File: config.mk
export PLATFORM = sky130hd
export DESIGN_NAME = uart_loader
export DESIGN_NICKNAME = d
export VERILOG_FILES = /design/src/rtl/uart_loader.sv
export SDC_FILE = /design/constraint.sdc
export NUM_CORES = 1
export LEC_CHECK = 0
export ABC_AREA = 0
export BUFFER_PORTS_ARGS = -buffer_cell sky130_fd_sc_hd__buf_2
export CORE_UTILIZATION = 62
export CTS_CLUSTER_DIAMETER = 120
export DETAILED_ROUTE_END_ITERATION = 7
export PLACE_DENSITY = 0.85
export SLEW_MARGIN = 10
export SYNTH_ARGS = -nofsm -noshare
export SYNTH_HDL_FRONTEND = slang
export SYNTH_SLANG_ARGS = --single-unit
File: constraint.sdc
create_clock -name clk -period 4.9 [get_ports clk]
set_input_delay 0.735 -clock clk [delete_from_list [all_inputs] [get_ports clk]]
set_output_delay 0.735 -clock clk [all_outputs]
set_load 0.01 [all_outputs]
File: src/rtl/uart_loader.sv
// rtl/uart_loader.sv - UART boot loader: loads RAM images, starts the cpu, hands over the UART
//
// Purpose: owns the UART while the cpu is stopped. Commands:
//   'L' ahi alo len data... csum -> write len bytes (0 = 256) from {ahi,alo}, reply ACK/NAK
//   'G' ahi alo                  -> start the cpu at {ahi,alo}, reply 'H' when it halts
//   'R' ahi alo len              -> stream len bytes of RAM back, then ACK (LOADER_READBACK_EN only)
// Optional feature macro: LOADER_READBACK_EN (undefined: raddr held 0, 'R' ignored).
// Ports:
//   clk, rst_n                  clock, asynchronous active-low reset
//   received, rx_byte           UART receive strobe and data
//   is_transmitting             UART transmitter busy
//   tx_byte, transmit           UART transmit data and strobe
//   waddr, wdata, write_en      RAM write port
//   raddr, rdata                RAM read port (rdata valid 2 clocks after raddr)
//   startaddr, cpu_start        cpu start address and start pulse
//   cpu_halted, cpu_running     cpu halted pulse, cpu owns UART/RAM write port
module uart_loader #(
    parameter int          addr_width     = 9,
    parameter logic [23:0] TIMEOUT_CYCLES = 24'd12000000
) (
    input  logic                  clk,
    input  logic                  rst_n,
    input  logic                  received,
    input  logic [7:0]            rx_byte,
    input  logic                  is_transmitting,
    output logic [7:0]            tx_byte,
    output logic                  transmit,
    output logic [addr_width-1:0] waddr,
    output logic [7:0]            wdata,
    output logic                  write_en,
    output logic [addr_width-1:0] raddr,
    input  logic [7:0]            rdata,
    output logic [addr_width-1:0] startaddr,
    output logic                  cpu_start,
    input  logic                  cpu_halted,
    output logic                  cpu_running
);
    localparam logic [7:0] ACK = 8'h06;
    localparam logic [7:0] NAK = 8'h15;

    typedef enum logic [4:0] {
        IDLE, L_AHI, L_ALO, L_LEN, L_DATA, L_CSUM, G_AHI, G_ALO, START, RUN, REPLY,
        R_AHI, R_ALO, R_LEN, R_ADDR, R_W1, R_W2, R_TX
    } state_t;

    state_t                state_q, state_d;
    logic [7:0]            hi_q, hi_d, sum_q, sum_d, reply_q, reply_d, tx_byte_q, tx_byte_d;
    logic [7:0]            wdata_q, wdata_d;
    logic [addr_width-1:0] cur_q, cur_d, waddr_q, waddr_d, startaddr_q, startaddr_d;
    logic [8:0]            cnt_q, cnt_d;
    logic [23:0]           tmo_q, tmo_d;
    logic                  transmit_q, transmit_d, write_en_q, write_en_d;
    logic                  cpu_start_q, cpu_start_d, running_q, running_d;
    logic                  count_en;
    logic [15:0]           addr_full;
    logic [8:0]            len_rx;

    assign addr_full = {hi_q, rx_byte};
    assign len_rx    = (rx_byte == 8'd0) ? 9'd256 : {1'b0, rx_byte};

`ifdef LOADER_READBACK_EN
    logic [addr_width-1:0] raddr_q, raddr_d;
    assign raddr = raddr_q;
`else
    logic unused_rdata;
    assign unused_rdata = ^rdata;
    assign raddr        = '0;
`endif

    always_comb begin
        state_d     = state_q;
        hi_d        = hi_q;
        cur_d       = cur_q;
        cnt_d       = cnt_q;
        sum_d       = sum_q;
        reply_d     = reply_q;
        tx_byte_d   = tx_byte_q;
        transmit_d  = 1'b0;
        waddr_d     = waddr_q;
        wdata_d     = wdata_q;
        write_en_d  = 1'b0;
        startaddr_d = startaddr_q;
        cpu_start_d = 1'b0;
        running_d   = running_q;
        count_en    = 1'b0;
        tmo_d       = 24'd0;
`ifdef LOADER_READBACK_EN
        raddr_d     = raddr_q;
`endif
        case (state_q)
            IDLE: if (received) begin
                case (rx_byte)
                    8'h4C: begin sum_d = 8'd0; state_d = L_AHI; end
                    8'h47: state_d = G_AHI;
`ifdef LOADER_READBACK_EN
                    8'h52: state_d = R_AHI;
`endif
                    default: ;
                endcase
            end
            L_AHI, G_AHI, R_AHI: begin
                count_en = 1'b1;
                if (received) begin
                    hi_d    = rx_byte;
                    state_d = (state_q == L_AHI) ? L_ALO : (state_q == G_AHI) ? G_ALO : R_ALO;
                end
            end
            L_ALO, G_ALO, R_ALO: begin
                count_en = 1'b1;
                if (received) begin
                    cur_d   = addr_full[addr_width-1:0];
                    state_d = (state_q == L_ALO) ? L_LEN : (state_q == G_ALO) ? START : R_LEN;
                end
            end
            L_LEN, R_LEN: begin
                count_en = 1'b1;
                if (received) begin
                    cnt_d   = len_rx;
                    state_d = (state_q == L_LEN) ? L_DATA : R_ADDR;
                end
            end
            L_DATA: begin
                count_en = 1'b1;
                if (received) begin
                    write_en_d = 1'b1;
                    waddr_d    = cur_q;
                    wdata_d    = rx_byte;
                    cur_d      = cur_q + 1'b1;
                    sum_d      = sum_q + rx_byte;
                    cnt_d      = cnt_q - 9'd1;
                    if (cnt_q == 9'd1) state_d = L_CSUM;
                end
            end
            L_CSUM: begin
                count_en = 1'b1;
                if (received) begin
                    reply_d = (rx_byte == sum_q) ? ACK : NAK;
                    state_d = REPLY;
                end
            end
            START: begin
                startaddr_d = cur_q;
                cpu_start_d = 1'b1;
                running_d   = 1'b1;
                state_d     = RUN;
            end
            RUN: if (cpu_halted) begin
                reply_d   = 8'h48;
                running_d = 1'b0;
                state_d   = REPLY;
            end
            REPLY: begin
                // transmit_q guard: the UART raises busy one clock after our strobe
                if (!is_transmitting && !transmit_q) begin
                    tx_byte_d  = reply_q;
                    transmit_d = 1'b1;
                    state_d    = IDLE;
                end
            end
`ifdef LOADER_READBACK_EN
            R_ADDR: begin raddr_d = cur_q; state_d = R_W1; end
            R_W1:   state_d = R_W2;
            R_W2:   state_d = R_TX;
            R_TX: begin
                if (!is_transmitting && !transmit_q) begin
                    tx_byte_d  = rdata;
                    transmit_d = 1'b1;
                    cur_d      = cur_q + 1'b1;
                    cnt_d      = cnt_q - 9'd1;
                    if (cnt_q == 9'd1) begin
                        reply_d = ACK;
                        state_d = REPLY;
                    end else begin
                        state_d = R_ADDR;
                    end
                end
            end
`endif
            default: state_d = IDLE;
        endcase

        // A byte arriving in the expiry cycle wins: the received check comes first.
        if (!received && count_en) begin
            if (tmo_q == TIMEOUT_CYCLES - 24'd1) begin
                reply_d = NAK;
                state_d = REPLY;
            end else begin
                tmo_d = tmo_q + 24'd1;
            end
        end
    end

    always_ff @(posedge clk or negedge rst_n) begin
        if (!rst_n) begin
            state_q     <= IDLE;
            hi_q        <= '0;
            cur_q       <= '0;
            cnt_q       <= '0;
            sum_q       <= '0;
            reply_q     <= '0;
            tx_byte_q   <= '0;
            transmit_q  <= 1'b0;
            waddr_q     <= '0;
            wdata_q     <= '0;
            write_en_q  <= 1'b0;
            startaddr_q <= '0;
            cpu_start_q <= 1'b0;
            running_q   <= 1'b0;
            tmo_q       <= '0;
`ifdef LOADER_READBACK_EN
            raddr_q     <= '0;
`endif
        end else begin
            state_q     <= state_d;
            hi_q        <= hi_d;
            cur_q       <= cur_d;
            cnt_q       <= cnt_d;
            sum_q       <= sum_d;
            reply_q     <= reply_d;
            tx_byte_q   <= tx_byte_d;
            transmit_q  <= transmit_d;
            waddr_q     <= waddr_d;
            wdata_q     <= wdata_d;
            write_en_q  <= write_en_d;
            startaddr_q <= startaddr_d;
            cpu_start_q <= cpu_start_d;
            running_q   <= running_d;
            tmo_q       <= tmo_d;
`ifdef LOADER_READBACK_EN
            raddr_q     <= raddr_d;
`endif
        end
    end

    assign tx_byte     = tx_byte_q;
    assign transmit    = transmit_q;
    assign waddr       = waddr_q;
    assign wdata       = wdata_q;
    assign write_en    = write_en_q;
    assign startaddr   = startaddr_q;
    assign cpu_start   = cpu_start_q;
    assign cpu_running = running_q;
endmodule

* Yosys cells after proc, flatten, opt, wreduce, memory -nomap -nowiden
Index checks and enable logic that the tools add are counted.
Word-level totals: register bits 102, bits in latches 0, RAM bits 0, ROM bits 0, input port bits 21, output and inout port bits 47, word-level logic and storage cells 110, memories 0
Operators by class: $add $sub $neg 4, $mul 0, divide/modulo/power cells 0, order comparisons 0, eq/ne operators 24, shifts and indexed selects 0, mux-type cells 45, bitwise gates (word level) 0, reductions and logical operators 22
Operators with widths (count):
- $mux 5 | 12
- $mux 8 | 7
- $mux 24 | 2
- $mux 9 | 5
- $pmux 5 s9 | 1
- $pmux 9 s2 | 2
- $pmux 8 s2 | 2
- $eq 5x4->1 const B | 6
- $add 24x1->24 const B | 1
- $eq 24x24->1 const B | 1
- $eq 5x3->1 const B | 4
- $eq 8x7->1 const B | 2
- $mux 4 | 4
- $eq 5x2->1 const B | 2
- $ne 2x2->1 const B | 5
- $pmux 5 s2 | 1
- $reduce_or 10->1 | 1
- $add 9x1->9 const B | 1
- $eq 9x1->1 const B | 1
- $sub 9x1->9 const B | 1
- $add 8x8->8 | 1
- $eq 8x8->1 | 1
- $logic_not 8->1 | 1
- $reduce_and 2->1 | 4
- 13 further kinds | 27

* Logic depth before layout (Yosys ltp)
depth after elaboration 7, gate-level depth with buffers 8, depth with buffers taken out 7

* Least setup slack after synthesis
No wires, ideal clock.
path kind reg2reg, from register tmo_q[13], to register reply_q[5], setup time 0.120 ns, arrival 2.061 ns, required time 4.780 ns, slack 2.719 ns, stages on the path, launching flop included 7, buffers on the path 0, clock period less this slack 2.181 ns, cells stage by stage dfrtp_1 -> or4_1 -> or4_1 -> or3_4 -> nor2_8 -> nor2_2 -> and3_1
On the way: longest elaborated chain between the ends 3
Ends and longest elaborated chain:
- from (decl) | RTL line 51 | logic [23:0] tmo_q, tmo_d;
- from (signal assigned) | RTL line 228 | tmo_q <= tmo_d;
- $eq 24x24->1 | RTL line 184 | if (tmo_q == TIMEOUT_CYCLES - 24'd1) begin
- $mux 8 | RTL line 184
- $mux 8 | RTL line 183 | if (!received && count_en) begin
- via reply_d[5] | RTL line 47 | logic [7:0] hi_q, hi_d, sum_q, sum_d, reply_q, reply_d, tx_byte_q, tx_byte_d;
- to (signal assigned) | RTL line 219 | reply_q <= reply_d;
- to (decl) | RTL line 47
The timed path passes the listed nets, and every way through them passes these cells. A chain may end at the register's enable or synchronous reset.

* Worst setup path after layout
from register state_q[2], to register sum_q[5]
On the way: longest elaborated chain between the ends 3, elaborated cells on any way between the ends 8, classes of those cells eq/ne: 4; mux: 1; reduce/logical: 3
Ends and longest elaborated chain:
- from (decl) | RTL line 46 | state_t state_q, state_d;
- from (signal assigned) | RTL line 214 | state_q <= state_d;
- $eq 5x3->1 / $logic_not 5->1 (equally long branches) | RTL line 90 | case (state_q)
- $ne 2x2->1 (no line) (tied with other cells)
- $reduce_and 4->1 (no line)
- to (signal assigned) | RTL line 218 | sum_q <= sum_d;
- to (decl) | RTL line 47
Parallel ways exist; a longest one is shown, timed or not.

==> qor.csv <==
metric;value;unit
run status;finished, final reports clean;
CP cell instances;nor2b_1 -> nand3_1 -> inv_1 -> nor2_1 -> nand2_1 -> o21ai_1;
ys flop type;dfrtp_1;
Post-CTS Hold Fix Bufs;0;
DPL Wire Length;7880;µm
CP Data Arrival Time;3.04;ns
share of cells above drive strength 1;13.4;%
crit path to;sum_q[5]$_DFFE_PN0P_;
port bufs;50;
Netlist cell types;52;
reg2reg path depth;6;
Total Nets Final;655;
Final Hold Vio Count;0;
first-pass GRT wire length;19200;µm
headroom to the max-slew limit;38.3;%
core area;8180;µm²
WL/cell;15.5;µm
worst slew pin tran;0.923;ns
Die Span X;93.6;µm
post-CTS sizing;0;
Reg2Reg Setup Slack;2.12;ns
aggregate global routing overflow;0;
Power Dens Cells;265;nW/µm²
Layout area overhead;9.35;%
# H-tree levels;3;
final hold slack;0.448;ns
setup TNS;0;ns
CP Capture Type;register;
Leakage;2.74;nW
total track usage;28.0;%
Setup Crit Path Kind;register to register;
post-synthesis cell area;5200;µm²
switch share;24.3;%
Internal Pwr Total;1.14;mW
# Max-Cap Violations;0;
Final setup viols;0;
row count;33;
Detailed Route Iter0 Violations;385;
Die Span Y;93.6;µm
Synth Warn #;0;
RSZ-0062 raised after global routing;no;
Hold/Removal Path Class;input pin to async pin;
vias;4310;
slowest CP cell;nor2_1;
Async SR Flop Fraction;100;%
max frequency;360;MHz
total power;1.51;mW
P_sw;0.365;mW
CTS tree;built;
synth top area cells;dfrtp_1, nand2_1, nor2_1;
Routed Antenna Nets;0;
Inserted Clock Buffers;9;
Mapped Cells;580;
Crit Reg-Reg Startpoint;state_q[2]$_DFF_PN0_;
Final period util;56.7;%
Worst path max stage delay;0.72;ns
overall routed net length;11400;µm
Clock Path Buffers;2;
clock share of power;35.4;%
Final Skew;0.0126;ns
setup bufs post-CTS;0;
most frequent cell after synthesis;nand2_1;
logic gate share of total power;5.8;%
Inserted Diodes;0;
Die Area;8760;µm²
Root Buffer;clkbuf_8;
initial core utilization;63.7;%
clock sinks;102;
initial antenna violation count;0;
peak supply drop;0.000205;V
#FFs+latches synth;102;
DR pass1 iterations;7;
vias in the first global route;4202;
Post-synth EDFFs;0;
sequential power share;58.8;%
vias per inst;5.89;
number of fill cells in the layout;659;
crit start category;register;
num ports;68;
Req. time, crit path;5.16;ns
routability cong.;0.904;
final core area utilization;69.6;%
Pins Over Slew Limit;0;
Final Critical Period;2.78;ns
FF-to-FF End;sum_q[5]$_DFFE_PN0P_;
CP startpoint;state_q[2]$_DFF_PN0_;
largest net degree at the start of global routing;64;
Yosys top cell by area;dfrtp_1;
Synth Area per Inst;8.97;µm²
Worst-Skew Late Latency;0.36;ns
Worst-path clk slew;0.09;ns
drc violations;0;
Yosys top cell area share;49.1;%
Seq/Total Area, Yosys;49.1;%
CP max FO;23;
Commonest cells post-synth;nand2_1, dfrtp_1, nor2_1;
-- layout by cell type, fill, tap and decap left out, types with 7 or more instances in the layout --
master / n
o21ai_0: 29
nand4_1: 9
nand3_1: 19
buf_2: 49
a22o_1: 7
xor2_1: 11
nand2_1: 131
nor3_1: 15
conb_1: 10
ha_1: 11
xnor2_1: 17
nor4_1: 8
inv_1: 14
mux2_2: 8
nor2b_1: 10
dfrtp_1: 102
a21oi_1: 27
nor2_1: 52
clkbuf_8: 10
-- how the worst min path moves through the flow --
| stage | start | endpoint | slack, ns | depth (start not counted) |
|---|---|---|---|---|
| CTS | rst_n | tx_byte[5]$_DFFE_PN0P_ | 0.47 | 1 |
| global route | rst_n | tx_byte[7]$_DFFE_PN0P_ | 0.50 | 1 |
| detailed placement | waddr[2]$_DFFE_PN0P_ | waddr[2]$_DFFE_PN0P_ | 0.46 | 2 |
| global placement | wdata[6]$_DFFE_PN0P_ | wdata[6]$_DFFE_PN0P_ | 0.45 | 2 |
| floorplan | rst_n | cnt_q[0]$_DFFE_PN0P_ | 0.44 | 0 |
| finish | rst_n | tx_byte[5]$_DFFE_PN0P_ | 0.45 | 1 |
-- metrics by stage --
step           cell area (µm²)  setup WS, ns  cells
2_1_floorplan             5240          2.72    589
4_1_cts                   5690          2.18    732
3_3_place_gp              5490          2.08    716
3_5_place_dp              5490          2.00    716
6_report                  5690          2.12    732
5_1_grt                   5690          1.92    732
-- metal layers --
metal,up-vias,global-route usage (%),part of all wire (%)
li1,2059,-,-
met2,144,46.4,50
met3,20,4.88,5.0
met5,-,0,0
met4,0,11.3,2.0
met1,2087,36.5,43
-- critical path: cells and delay by family (launching register included) --
kind,cells,cell delay (ns)
AO/OA/AOI/OAI,1,0.12
buffers and inverters,1,0.14
flip-flops,1,0.59
AND/OR/NAND/NOR,4,1.83
-- power groups by stage --
stage	sequential (mW)	combinational, mW	clock [mW]
3_5_place_dp	0.901	0.0873	0
2_1_floorplan	0.894	0.0522	0
3_3_place_gp	0.900	0.0839	0
5_1_grt	0.888	0.100	0.577
6_report	0.885	0.0877	0.534
4_1_cts	0.885	0.0879	0.540
-- logic make-up (layout without fill, tap and decap cells) --
group	after synthesis	in the layout	synth area share, %
simple gates	276	276	24.4
compound gates	105	105	12.4
flops	102	102	49.1
buf+inv	46	84	4.11
xor+xnor	28	28	4.71
fa+ha+maj	12	12	3.03
mux	10	10	2.16
other cells	1	10	0.0721
-- sequential cells by signal (all words and copies together) (netlist names), 5 cells and up --
register and cells:
wdata 8, waddr 9, startaddr 9, sum_q 8
tmo_q 24, cur_q 9, reply_q 8, tx_byte 8
cnt_q 9, state_q 5
-- area by class of cell --
class                           instances  area, µm²  share of cell area [%]
Multi-Input combinational cell        441       2470                    43.4
Clock buffer                           11        141                    2.48
Sequential cell                       102       2550                    44.9
Timing Repair Buffer                   54        283                    4.97
Clock inverter                          5       58.8                    1.03
Tap cell                              105        131                    2.31
Inverter                               14       52.6                   0.923
(Power assumes the default switching activity.)
